$ cat config.mk
export PLATFORM = sky130hd
export DESIGN_NAME = ram_port_arbiter
export DESIGN_NICKNAME = d
export VERILOG_FILES = /design/src/rtl/ram_port_arbiter_pkg.sv /design/src/rtl/ram_port_arbiter_arb_select.sv /design/src/rtl/ram_port_arbiter.sv
export SDC_FILE = /design/constraint.sdc
export NUM_CORES = 1
export LEC_CHECK = 0
export ABC_AREA = 1
export BUFFER_PORTS_ARGS = -buffer_cell sky130_fd_sc_hd__buf_2
export CORE_ASPECT_RATIO = 1.25
export CORE_MARGIN = 3
export CORE_UTILIZATION = 44
export CTS_BUF_LIST = sky130_fd_sc_hd__clkbuf_8
export DETAILED_ROUTE_END_ITERATION = 8
export PLACE_DENSITY = 0.81
export SLEW_MARGIN = 10
export SYNTH_ARGS = -nofsm -noshare
export SYNTH_HDL_FRONTEND = slang
export SYNTH_SLANG_ARGS = --single-unit
$ cat constraint.sdc
create_clock -name clk -period 1.8 [get_ports clk]
set_input_delay 0.09 -clock clk [delete_from_list [all_inputs] [get_ports clk]]
set_output_delay 0.09 -clock clk [all_outputs]
set_load 0.02 [all_outputs]
$ cat src/rtl/ram_port_arbiter_pkg.sv
// Shared definitions for the basic_ram port arbiter: FSM states and arbitration modes.
package ram_port_arbiter_pkg;

    typedef enum logic [1:0] {
        ST_IDLE   = 2'd0,
        ST_ACCESS = 2'd1,
        ST_DONE   = 2'd2
    } arb_state_t;

    localparam int ARB_FIXED = 0;
    localparam int ARB_RR    = 1;

    // Boot loader always moves full words.
    localparam logic [1:0] BOOT_SIZE = 2'b11;

endpackage

$ cat src/rtl/ram_port_arbiter_arb_select.sv
// arb_select: combinational N-way priority picker. The scan starts at 'start'
// and wraps, so start=0 gives fixed priority and a rotating start gives round-robin.
module arb_select #(
    parameter int N     = 2,
    parameter int PTR_W = 1
) (
    input  logic [N-1:0]     req,
    input  logic [PTR_W-1:0] start,
    output logic             any,
    output logic [PTR_W-1:0] idx,
    output logic [N-1:0]     onehot
);

    logic [PTR_W:0]   sum;
    logic [PTR_W-1:0] cand;

    // Walk the requests circularly from start; the first one found wins.
    always_comb begin
        // NOTE: every output gets a default first, so no path through the loop infers a latch.
        any    = 1'b0;
        idx    = '0;
        onehot = '0;
        sum    = '0;
        cand   = '0;
        for (int k = 0; k < N; k++) begin
            sum = {1'b0, start} + (PTR_W + 1)'(k);
            if (sum >= (PTR_W + 1)'(N)) begin
                sum = sum - (PTR_W + 1)'(N);
            end
            cand = sum[PTR_W-1:0];
            if (!any && req[cand]) begin
                any          = 1'b1;
                idx          = cand;
                onehot[cand] = 1'b1;
            end
        end
    end

endmodule

$ cat src/rtl/ram_port_arbiter.sv
// ram_port_arbiter: shares one basic_ram port among N masters. The winning request
// is registered and held on the RAM side until mem_done (or a timeout), then a
// one-cycle ready (and error on timeout) is returned to the winner.
module ram_port_arbiter
    import ram_port_arbiter_pkg::*;
#(
    parameter int N_MASTERS   = 2,
    parameter int ADDR_W      = 32,
    parameter int DATA_W      = 32,
    parameter int RAM_ADDR_W  = 14,
    parameter int ARB_MODE    = 0,
    parameter int BOOT_MASTER = 0,
    parameter int TIMEOUT_CYC = 255
) (
    input  logic                          clk,
    input  logic                          rst_n,
    input  logic                          boot_lock,
    input  logic [N_MASTERS*ADDR_W-1:0]   m_addr,
    input  logic [N_MASTERS*DATA_W-1:0]   m_d_in,
    input  logic [2*N_MASTERS-1:0]        m_size,
    input  logic [N_MASTERS-1:0]          m_cs,
    input  logic [N_MASTERS-1:0]          m_we,
    input  logic [N_MASTERS-1:0]          m_oe,
    output logic [DATA_W-1:0]             m_d_out,
    output logic [N_MASTERS-1:0]          m_ready,
    output logic [N_MASTERS-1:0]          m_err,
    output logic [N_MASTERS-1:0]          grant,
    output logic [RAM_ADDR_W-1:0]         ram_addr,
    output logic [DATA_W-1:0]             ram_d_in,
    output logic                          ram_cs,
    output logic                          ram_we,
    output logic                          ram_oe,
    output logic [1:0]                    ram_size,
    input  logic [DATA_W-1:0]             ram_d_out,
    input  logic                          ram_ready
);

    localparam int PTR_W = (N_MASTERS > 1) ? $clog2(N_MASTERS) : 1;
    localparam int CNT_W = $clog2(TIMEOUT_CYC);

    localparam logic [PTR_W-1:0]     BOOT_IDX  = PTR_W'(BOOT_MASTER);
    localparam logic [PTR_W-1:0]     LAST_IDX  = PTR_W'(N_MASTERS - 1);
    localparam logic [N_MASTERS-1:0] BOOT_MASK = N_MASTERS'(1) << BOOT_MASTER;
    localparam logic [CNT_W-1:0]     TO_LAST   = CNT_W'(TIMEOUT_CYC - 1);

    arb_state_t             state;
    logic [PTR_W-1:0]       rr_ptr;
    logic [PTR_W-1:0]       own_idx;
    logic [CNT_W-1:0]       to_cnt;

    logic [N_MASTERS-1:0]   eligible;
    logic [PTR_W-1:0]       sel_start;
    logic                   win_any;
    logic [PTR_W-1:0]       win_idx;
    logic [N_MASTERS-1:0]   win_onehot;

    logic [RAM_ADDR_W-1:0]  addr_arr [N_MASTERS];
    logic [DATA_W-1:0]      din_arr  [N_MASTERS];
    logic [1:0]             size_arr [N_MASTERS];

    for (genvar i = 0; i < N_MASTERS; i++) begin : g_unpack
        assign addr_arr[i] = m_addr[i*ADDR_W +: RAM_ADDR_W];
        assign din_arr[i]  = m_d_in[i*DATA_W +: DATA_W];
        assign size_arr[i] = m_size[i*2 +: 2];
    end

    assign eligible  = m_cs & (boot_lock ? BOOT_MASK : '1);
    assign sel_start = (ARB_MODE == ARB_RR) ? rr_ptr : '0;

    arb_select #(
        .N     (N_MASTERS),
        .PTR_W (PTR_W)
    ) u_select (
        .req    (eligible),
        .start  (sel_start),
        .any    (win_any),
        .idx    (win_idx),
        .onehot (win_onehot)
    );

    // Transaction FSM: grant and latch in IDLE, hold the RAM side in ACCESS, report in DONE.
    always_ff @(posedge clk or negedge rst_n) begin
        if (!rst_n) begin
            state    <= ST_IDLE;
            rr_ptr   <= '0;
            own_idx  <= '0;
            to_cnt   <= '0;
            grant    <= '0;
            m_ready  <= '0;
            m_err    <= '0;
            m_d_out  <= '0;
            ram_cs   <= 1'b0;
            ram_we   <= 1'b0;
            ram_oe   <= 1'b0;
            ram_addr <= '0;
            ram_d_in <= '0;
            ram_size <= '0;
        end else begin
            // NOTE: non-blocking assignments, so every branch below sees pre-edge register values.
            m_ready <= '0;
            m_err   <= '0;
            case (state)
                ST_IDLE: begin
                    if (win_any) begin
                        own_idx  <= win_idx;
                        grant    <= win_onehot;
                        ram_cs   <= 1'b1;
                        ram_we   <= m_we[win_idx];
                        ram_oe   <= m_oe[win_idx];
                        ram_addr <= addr_arr[win_idx];
                        ram_d_in <= din_arr[win_idx];
                        ram_size <= (boot_lock && (win_idx == BOOT_IDX)) ? BOOT_SIZE
                                                                         : size_arr[win_idx];
                        to_cnt   <= '0;
                        state    <= ST_ACCESS;
                    end
                end
                ST_ACCESS: begin
                    if (ram_ready) begin
                        m_d_out <= ram_d_out;
                        m_ready <= grant;
                        ram_cs  <= 1'b0;
                        ram_we  <= 1'b0;
                        ram_oe  <= 1'b0;
                        state   <= ST_DONE;
                    end else if (to_cnt == TO_LAST) begin
                        m_d_out <= '0;
                        m_ready <= grant;
                        m_err   <= grant;
                        ram_cs  <= 1'b0;
                        ram_we  <= 1'b0;
                        ram_oe  <= 1'b0;
                        state   <= ST_DONE;
                    end else begin
                        to_cnt <= to_cnt + CNT_W'(1);
                    end
                end
                ST_DONE: begin
                    grant  <= '0;
                    to_cnt <= '0;
                    rr_ptr <= (own_idx == LAST_IDX) ? '0 : own_idx + PTR_W'(1);
                    state  <= ST_IDLE;
                end
                default: begin
                    state <= ST_IDLE;
                end
            endcase
        end
    end

endmodule

==> impl_metrics.yaml, run 1 <==
power:
  p_clk_frac: 0.169
  pwr-share-seq: 0.375
  switchingPower_mw: 4.320
  power.density_nw_per_um2: 1514
  p_leak_nw: 3.520
  vdd_drop_max_mv: 0.7318
  sw_frac_of_total: 0.4322
  power.total_mw: 9.995
  p_int_mw: 5.676
  combPwrFrac: 0.456
cells_and_area:
  layout-drive-gt1-share: 0.3243
  antenna_cells_inserted: 0
  layout_common_cells: "225 x buf_2, 153 x nand2_1, 99 x dfrtp_1"
  fillers: 736
  syn_to_final_growth_pct: 48.94
  nets: 985
  final_common_cell: "buf_2"
logic_synthesis:
  synthMuxAreaShare: 0
  synthAdderAreaFrac: 0.005645
  synth_top_family_by_area: "simple AND/OR/NAND/NOR gates"
  synth-xor-area-share: 0.003951
  synth_nets: 699
  synth_cells: 523
  synthSimpleGateAreaFrac: 0.2484
  ys_ff_latch: 99
  yosys_warnings: 0
  yosysUniqueCellTypes: 26
  syn_avg_cell_area_um2: 8.476
  syn_area_um2: 4433
  synth_compound_area_frac: 0.1256
  synth-seq-area-share: 0.5588
detailed_routing:
  wire_per_inst_um: 14.92
  routed_via_density: 5.100
  drc: 0
  drt-met1-wl_um: 5223
  drtAntennaViolNets: 0
  drt-total-wl_um: 14030
  routed-wl-met3_um: 1284
  drtIter0Drc: 163
  vias: 4794
  dr.pass1.iters: 5
  top_layer_used: "met5"
  route.met2.wl_um: 7030
timing:
  fin_worst_skew_ns: 0.007595
  fin_crit_ns: 1.596
  slew_headroom: 0.6635
  rsz0062_at_grt: "false"
  setup_viol: 0
  setup-tns-final_ns: 0
  hold_violations: 0
  fin_crit_sh: 0.8865
  fmax_mhz: 626.7
  drv_slew: 0
  worst_pin_slew_ns: 0.5047
floorplan:
  die_x_um: 95.78
  core_region_area_um2: 9709
  die_h_um: 118.2
  dieArea_um2: 11320
  start_util: 0.4566
  ioPinCount: 263
  rows: 40
global_routing:
  grt_pass1_wl_um: 21940
  grt_max_degree: 55
  gr-total-overflow: 0
  antenna_found_initial: 1
  grt_pass1_vias: 4717
  grt_usage: 0.2461
placed_design:
  io_buffer_count: 226
  hpwl_um: 8982
  place.gp.congestion: 0.8639
cts:
  cts_made_buffers: 9
  htree_levels: 3
  cts_tree: "built"
  insertion_delay_ns: 0.36
  cts_buffer_depth: 2
  path_clk_slew_ns: 0.09
  cts.sinks: 99
  root_buffer: "clkbuf_8"
min_path:
  hp-class: "in -> reg"
critical_path:
  cp-start-kind: "flop"
  arrival_ns: 1.84
  critPathCaptureType: "flop"
  required_ns: 2.05
  path_class: "reg -> reg"
  crit_fanout: 35
status:
  status: "completed"
job:
  drv_cap: 0
==> per-stage QoR <==
step	utilization	hold WS, ns	instances	setup slack, ns	area (um2)
finish	0.6800	0.01022	940	0.2043	6603
global route	0.6800	0.01167	940	0.04332	6603
detailed placement	0.5814	0.001867	854	0.1545	5645
floorplan	-	-0.2056	523	0.3948	4433
global placement	0.5814	-0.005667	854	0.1615	5645
CTS	0.6786	0.0004906	940	0.1288	6589
==> area by class of cell <==
type / count / area [um2] / area share
clock inverters: 6 / 105.1 / 0.01592
multi-input cells: 375 / 1708 / 0.2587
clock buffers: 10 / 137.6 / 0.02085
repair buffers: 305 / 1943 / 0.2943
well taps: 126 / 157.7 / 0.02388
inverters: 19 / 73.82 / 0.01118
flip-flops and latches: 99 / 2477 / 0.3752
==> cell families after synthesis <==
logic type / count (synthesis)
buffers and inverters: 49
AND/OR/NAND/NOR: 266
adder cells (fa/ha/maj): 2
AO/OA/AOI/OAI: 105
flip-flops: 99
XOR/XNOR: 2
==> registers in the layout, summed over array words and instances, names as in the netlist <==
register  flops
ram_oe        1
to_cnt        8
m_ready       2
m_err         2
ram_d_in     32
ram_cs        1
m_d_out      32
ram_addr     14
state         2
ram_we        1
ram_size      2
grant         2
==> path summary, 6_finish.rpt <==
kind | start | to | slack, ns | cells after the start
setup / recovery | to_cnt[0] | m_d_out[31] | 0.20 | 10
hold / removal | m_d_in[39] | ram_d_in[7] | 0.01 | 3
setup reg to reg | to_cnt[0] | m_d_out[31] | 0.20 | 10
hold reg to reg | m_d_out[2] | m_d_out[2] | 0.47 | 2
max in group asynchronous | rst_n | ram_d_in[19] | 1.01 | 3
min in group asynchronous | rst_n | state[1] | 0.17 | 2
==> routing by layer <==
layer	vias to the layer above	track usage
li1	2268	-
met1	2216	0.2873
met2	270	0.4150
met3	38	0.05729
met4	2	0.1219
met5	-	0
==> power groups by stage <==
stage                     clock (mW)  combinational (mW)  sequential, mW
final                           1.68                4.56            3.75
after global routing            1.81                5.00            3.86
after global placement             0                4.29            3.72
after floorplan                    0                1.71            4.88
after CTS                       1.72                4.53            3.73
after detailed placement           0                4.42            3.74
==> critical path, stage by stage, from the launching register on <==
cell,delay [ns]
dfrtp_1,0.43
inv_1,0.07
ha_1,0.14
nand2_1,0.04
nor2_1,0.08
nand2_1,0.18
a21oi_4,0.18
inv_2,0.05
buf_12,0.16
nand2_1,0.08
nand2_1,0.06
==> synth_stat cells, drive strengths merged <==
| cell type | n | share of area |
|---|---|---|
| nand2 | 155 | 0.13 |
| dfrtp | 99 | 0.56 |
| o21ai | 97 | 0.11 |
| nor2 | 62 | 0.060 |
| nand3 | 44 | 0.050 |
| inv | 19 | 0.016 |
| buf | 18 | 0.031 |
| clkbuf | 12 | 0.010 |
| a21oi | 3 | 0.0085 |
| ha | 2 | 0.0056 |
| nor4 | 2 | 0.0028 |
| o21bai | 2 | 0.0034 |
| o22ai | 2 | 0.0028 |
| or2 | 2 | 0.0028 |
| xor2 | 2 | 0.0040 |
| a31oi | 1 | 0.0014 |
| nor3b | 1 | 0.0017 |
==> repair_timing <==
item                                    CTS  global route
resized for setup                         0             5
endpoints found under the setup margin    0            12
buffers inserted                          0             0
hold buffers                             70             0
endpoints found under the hold margin   140             0
Note: power is estimated with default switching activity, not from simulation.
==> run 2: changes to the inputs <==
==> constraint.sdc (replaced) <==
create_clock -name clk -period 1.8 [get_ports clk]
set_input_delay 0.18 -clock clk [delete_from_list [all_inputs] [get_ports clk]]
set_output_delay 0.18 -clock clk [all_outputs]
set_load 0.02 [all_outputs]
==> impl_metrics.yaml, run 2 (synthesis gave the netlist of run 1 again) <==
status:
  status: "completed"
placed_design:
  hpwl_um: 8907
  placed_area_um2: 5645
  io_buffer_count: 226
  dp_cells: 854
  place.gp.congestion: 0.8623
detailed_routing:
  drtIter0Drc: 148
  drc: 0
  drtAntennaViolNets: 0
  top_layer_used: "met4"
  routed_via_density: 4.958
  dr.pass1.iters: 5
  drt-total-wl_um: 11760
  drt-met1-wl_um: 4699
  vias: 4318
  routed-wl-met3_um: 960
  wire_per_inst_um: 13.50
  route.met2.wl_um: 5833
global_routing:
  grt_usage: 0.2069
  grt_max_degree: 55
  antenna_found_initial: 0
  grt_pass1_wl_um: 18680
  grt_pass1_vias: 4074
  gr-total-overflow: 0
power:
  power.density_nw_per_um2: 1626
  sw_frac_of_total: 0.4413
  p_int_mw: 5.333
  p_clk_frac: 0.155
  switchingPower_mw: 4.213
  combPwrFrac: 0.455
  p_leak_nw: 3.212
  pwr-share-seq: 0.390
  vdd_drop_max_mv: 0.7417
  power.total_mw: 9.546
cts:
  insertion_delay_ns: 0.36
  cts_tree: "built"
  root_buffer: "clkbuf_8"
  path_clk_slew_ns: 0.10
  cts_buffer_depth: 2
  cts_made_buffers: 9
  cts_setup_buffers: 0
  htree_levels: 3
  cts.sinks: 99
timing:
  fin_crit_ns: 1.690
  worst_hold_slack_ns: 0.05383
  hold_violations: 0
  fin_worst_skew_ns: 0.01140
  drv_slew: 0
  setup_viol: 0
  fmax_mhz: 591.9
  slew_headroom: 0.6701
  rsz0062_at_grt: "false"
  fin_crit_sh: 0.9386
  setup-tns-final_ns: 0
  worst_pin_slew_ns: 0.4949
cells_and_area:
  syn_to_final_growth_pct: 32.40
  antenna_cells_inserted: 0
  final_area_um2: 5869
  layout_common_cells: "225 x buf_2, 154 x nand2_1, 99 x dfrtp_1"
  fin_cells: 871
  final_common_cell: "buf_2"
  nets: 916
  layout-drive-gt1-share: 0.3544
  reg_top3: "m_d_out x32, ram_d_in x32, ram_addr x14"
critical_path:
  arrival_ns: 1.98
  crit_start: "state[0]"
  worstReg2RegStart: "state[0]"
  path_class: "reg -> reg"
  crit_fanout: 46
  critPathCaptureType: "flop"
  required_ns: 2.09
  cp-start-kind: "flop"
min_path:
  hp-class: "in -> reg"
  holdCritStartpoint: "ram_d_out[9]"
floorplan:
  die_x_um: 95.78
  rows: 40
  die_h_um: 118.2
  dieArea_um2: 11320
  ioPinCount: 263
  core_region_area_um2: 9709
  start_util: 0.4566
job:
  drv_cap: 0
[run 2: power groups by stage]
stage                     registers, mW  logic [mW]  clock network (mW)
after floorplan                    4.88        1.71                   0
after global placement             3.72        4.29                   0
after detailed placement           3.74        4.40                   0
after CTS                          3.72        4.40                1.52
after global routing               3.84        4.79                1.62
final                              3.72        4.35                1.48
[run 2: final cells by class]
| type | instances | area, um2 |
|---|---|---|
| clock inverter | 5 | 60.06 |
| inverter | 19 | 73.82 |
| sequential | 99 | 2477 |
| clock buffer | 11 | 151.4 |
| tap | 126 | 157.7 |
| fill | 843 | 3840 |
| multi-input combinational | 375 | 1700 |
| timing repair buffer | 236 | 1249 |
[run 2: path summary, 6_finish.rpt]
path	to	slack (ns)	depth (start not counted)
worst max-delay path	ram_addr[4]	0.11	6
worst max register to register	ram_addr[4]	0.11	6
worst min-delay path	m_d_out[9]	0.05	3
worst min register to register	m_d_out[4]	0.47	2
max in group asynchronous	ram_d_in[17]	0.91	3
min in group asynchronous	ram_d_in[11]	0.28	2
[run 2: worst max-delay path: stages, from the launching register on]
cell	delay, ns
dfrtp_1	0.46
nor2_4	0.15
inv_2	0.08
a21oi_4	0.15
buf_4	0.36
o21ai_0	0.24
o21ai_1	0.17
[run 2: metal layers]
metal  GRT usage  vias to the layer above
li1            -                     2130
met1      0.2527                     1966
met2      0.3536                      203
met3     0.03628                       19
met4     0.08541                        0
met5           0                        -
[run 2: through the flow]
stage / setup slack (ns) / utilization
after floorplan: 0.3948 / -
after global placement: 0.1616 / 0.5814
after detailed placement: 0.1696 / 0.5814
after CTS: 0.1485 / 0.6043
after global routing: 0.01021 / 0.6045
final: 0.1104 / 0.6045
[run 2: timing repair]
action	CTS	global route
setup endpoints to repair	0	4
gates resized for setup	0	2
endpoints found under the hold margin	22	0
hold buffers	1	0
==> run 3: changes to the inputs <==
- ABC_AREA: 1 -> unset
==> impl_metrics.yaml, run 3 <==
status:
  status: "completed"
logic_synthesis:
  synth-edff-count: 0
  syn_avg_cell_area_um2: 11.68
  yosysUniqueCellTypes: 42
  synth_commonest_cells: "99 x dfrtp_1, 51 x nand2_1, 47 x mux2i_1"
  synth-seq-area-share: 0.5701
  synth_cells: 372
  syn_area_um2: 4345
  yosysMostFrequentCell: "dfrtp_1"
  ys.flop_type: "dfrtp_1"
  async_reset_ff_frac: 1.000
  synth_area_leader_cell: "dfrtp_1"
  synth_area_leaders: "dfrtp_1 57%, mux2i_1 11%, a22o_1 6.7%, o21ai_0 5.0%, nand2_1 4.4%"
  yosys_warnings: 0
  synth_top_area_share: 0.5701
  ys_ff_latch: 99
  synth_nets: 548
placed_design:
  post-place-ws_ns: 0.1560
  hpwl_um: 8674
  place.gp.congestion: 0.7964
  io_buffer_count: 226
floorplan:
  core_region_area_um2: 9369
  ioPinCount: 263
  die_x_um: 94.89
  die_h_um: 117.1
  dieArea_um2: 11110
  rows: 39
  start_util: 0.4638
min_path:
  hold_depth: 2
  min_to: "m_d_out[24]"
  hp-class: "in -> reg"
  holdCritStartpoint: "ram_d_out[24]"
critical_path:
  worstReg2RegStart: "to_cnt[0]"
  path_class: "reg -> reg"
  arrival_ns: 1.88
  rr_worst_depth: 7
  crit_fanout: 33
  r2r_slack_ns: 0.17
  critPathCaptureType: "flop"
  required_ns: 2.04
  cp-start-kind: "flop"
  rr_endpoint: "m_d_out[14]"
power:
  power.density_nw_per_um2: 1638
  switchingPower_mw: 3.910
  p_leak_nw: 3.280
  vdd_drop_max_mv: 0.8120
  pwr-share-seq: 0.392
  p_clk_frac: 0.174
  sw_frac_of_total: 0.4082
  combPwrFrac: 0.434
  p_int_mw: 5.668
timing:
  fin_crit_sh: 0.9081
  setup-tns-final_ns: 0
  fin_ws_ns: 0.1654
  setup_viol: 0
  slew_headroom: 0.7125
  hold_violations: 0
  fmax_mhz: 611.8
  fin_worst_skew_ns: 0.01347
  drv_slew: 0
  fin_crit_ns: 1.635
  worst_pin_slew_ns: 0.4312
  rsz0062_at_grt: "false"
cells_and_area:
  antenna_cells_inserted: 0
  layout-drive-gt1-share: 0.4444
  nets: 775
  syn_to_final_growth_pct: 34.55
  seqCellArea_um2: 2477
  reg_top3: "m_d_out x32, ram_d_in x32, ram_addr x14"
  utilization: 0.6241
  final_common_cell: "buf_2"
  layout_common_cells: "225 x buf_2, 99 x dfrtp_1, 51 x nand2_1"
  fillers: 766
  multi_input_area_um2: 1644
detailed_routing:
  dr.pass1.iters: 4
  wire_per_inst_um: 15.35
  drtIter0Drc: 101
  drt-total-wl_um: 11140
  drc: 0
  vias: 3600
  drtAntennaViolNets: 0
  routed_via_density: 4.959
global_routing:
  grt_pass1_vias: 3587
  antenna_found_initial: 0
  grt_usage: 0.1960
  grt_max_degree: 62
  grt_pass1_wl_um: 16830
  gr-total-overflow: 0
cts:
  htree_levels: 3
  insertion_delay_ns: 0.37
  cts_tree: "built"
  cts.sinks: 99
  root_buffer: "clkbuf_8"
  cts_made_buffers: 9
  path_clk_slew_ns: 0.09
  cts_buffer_depth: 2
job:
  drv_cap: 0
## run 3: cell count changes in the layout (fill, tap and decap cells not counted), sizes merged, moves of 3 or more
cell	before	now
a21oi	3	6
a22o	0	33
and3	0	3
buf	235	241
inv	20	7
mux2i	0	47
nand2	155	52
nand3	44	5
nor2	62	8
o21ai	97	55
o2bb2ai	0	5
## run 3: power by group through the flow
stage,combinational (mW),sequential (mW),clock [mW]
after floorplan,1.57,4.88,0
after global placement,4.09,3.75,0
after detailed placement,4.20,3.78,0
after CTS,4.20,3.77,1.70
after global routing,4.52,3.88,1.80
final,4.16,3.76,1.66
## run 3: cells by family (layout without fill, tap and decap cells)
kind of cell / Yosys count / count (layout) / synth area share
mux: 47 / 47 / 0.1083
compound gates: 111 / 111 / 0.1731
buf+inv: 33 / 264 / 0.05500
xor+xnor: 2 / 2 / 0.004032
flops: 99 / 99 / 0.5701
simple gates: 78 / 78 / 0.08379
fa+ha+maj: 2 / 2 / 0.005758
## run 3: worst max-delay path: stages, from the launching register on
cell and delay [ns]:
dfrtp_1 0.43, inv_1 0.08, ha_1 0.14, nand3_1 0.17, nor2_4 0.17, o21ai_4 0.09
buf_12 0.18, a22o_1 0.25
## run 3: per-layer routing
| metal | part of all wire | up-vias | global-route usage |
|---|---|---|---|
| li1 | - | 1775 | - |
| met3 | 0.081 | 9 | 0.04795 |
| met4 | 0.0095 | 0 | 0.05582 |
| met2 | 0.51 | 160 | 0.3528 |
| met5 | 0 | - | 0 |
| met1 | 0.40 | 1656 | 0.2323 |
## run 3: what timing repair did
| item | in CTS | in global routing |
|---|---|---|
| gates resized for setup | 0 | 1 |
| hold endpoints to repair | 29 | 0 |
| setup buffers | 0 | 0 |
| hold buffers | 1 | 0 |
| endpoints found under the setup margin | 0 | 1 |
## run 3: worst max path at each step
stage,from,to,slack (ns),depth (start not counted)
floorplan,to_cnt[0],m_d_out[10],0.36,7
global placement,to_cnt[0],ram_oe,0.21,6
detailed placement,to_cnt[0],ram_oe,0.16,6
CTS,to_cnt[0],ram_oe,0.14,6
global route,state[0],to_cnt[3],0.05,4
finish,to_cnt[0],m_d_out[14],0.17,7
## run 3: final cells by class
type,count,area share
sequential,99,0.4237
clock inverter,6,0.01969
tap,123,0.02632
clock buffer,9,0.02119
timing repair buffer,242,0.2234
inverter,7,0.004494
multi-input combinational,240,0.2812
## run 3: through the flow
step / instance area [um2] / hold slack (ns) / total power, mW / std cells
4_1_cts: 5839 / 0.01277 / 9.668 / 726
3_3_place_gp: 5590 / 0.1372 / 7.836 / 710
3_5_place_dp: 5590 / 0.1370 / 7.985 / 710
2_1_floorplan: 4345 / -0.1156 / 6.444 / 372
5_1_grt: 5847 / 0.01276 / 10.21 / 726
6_report: 5847 / 0.02936 / 9.578 / 726
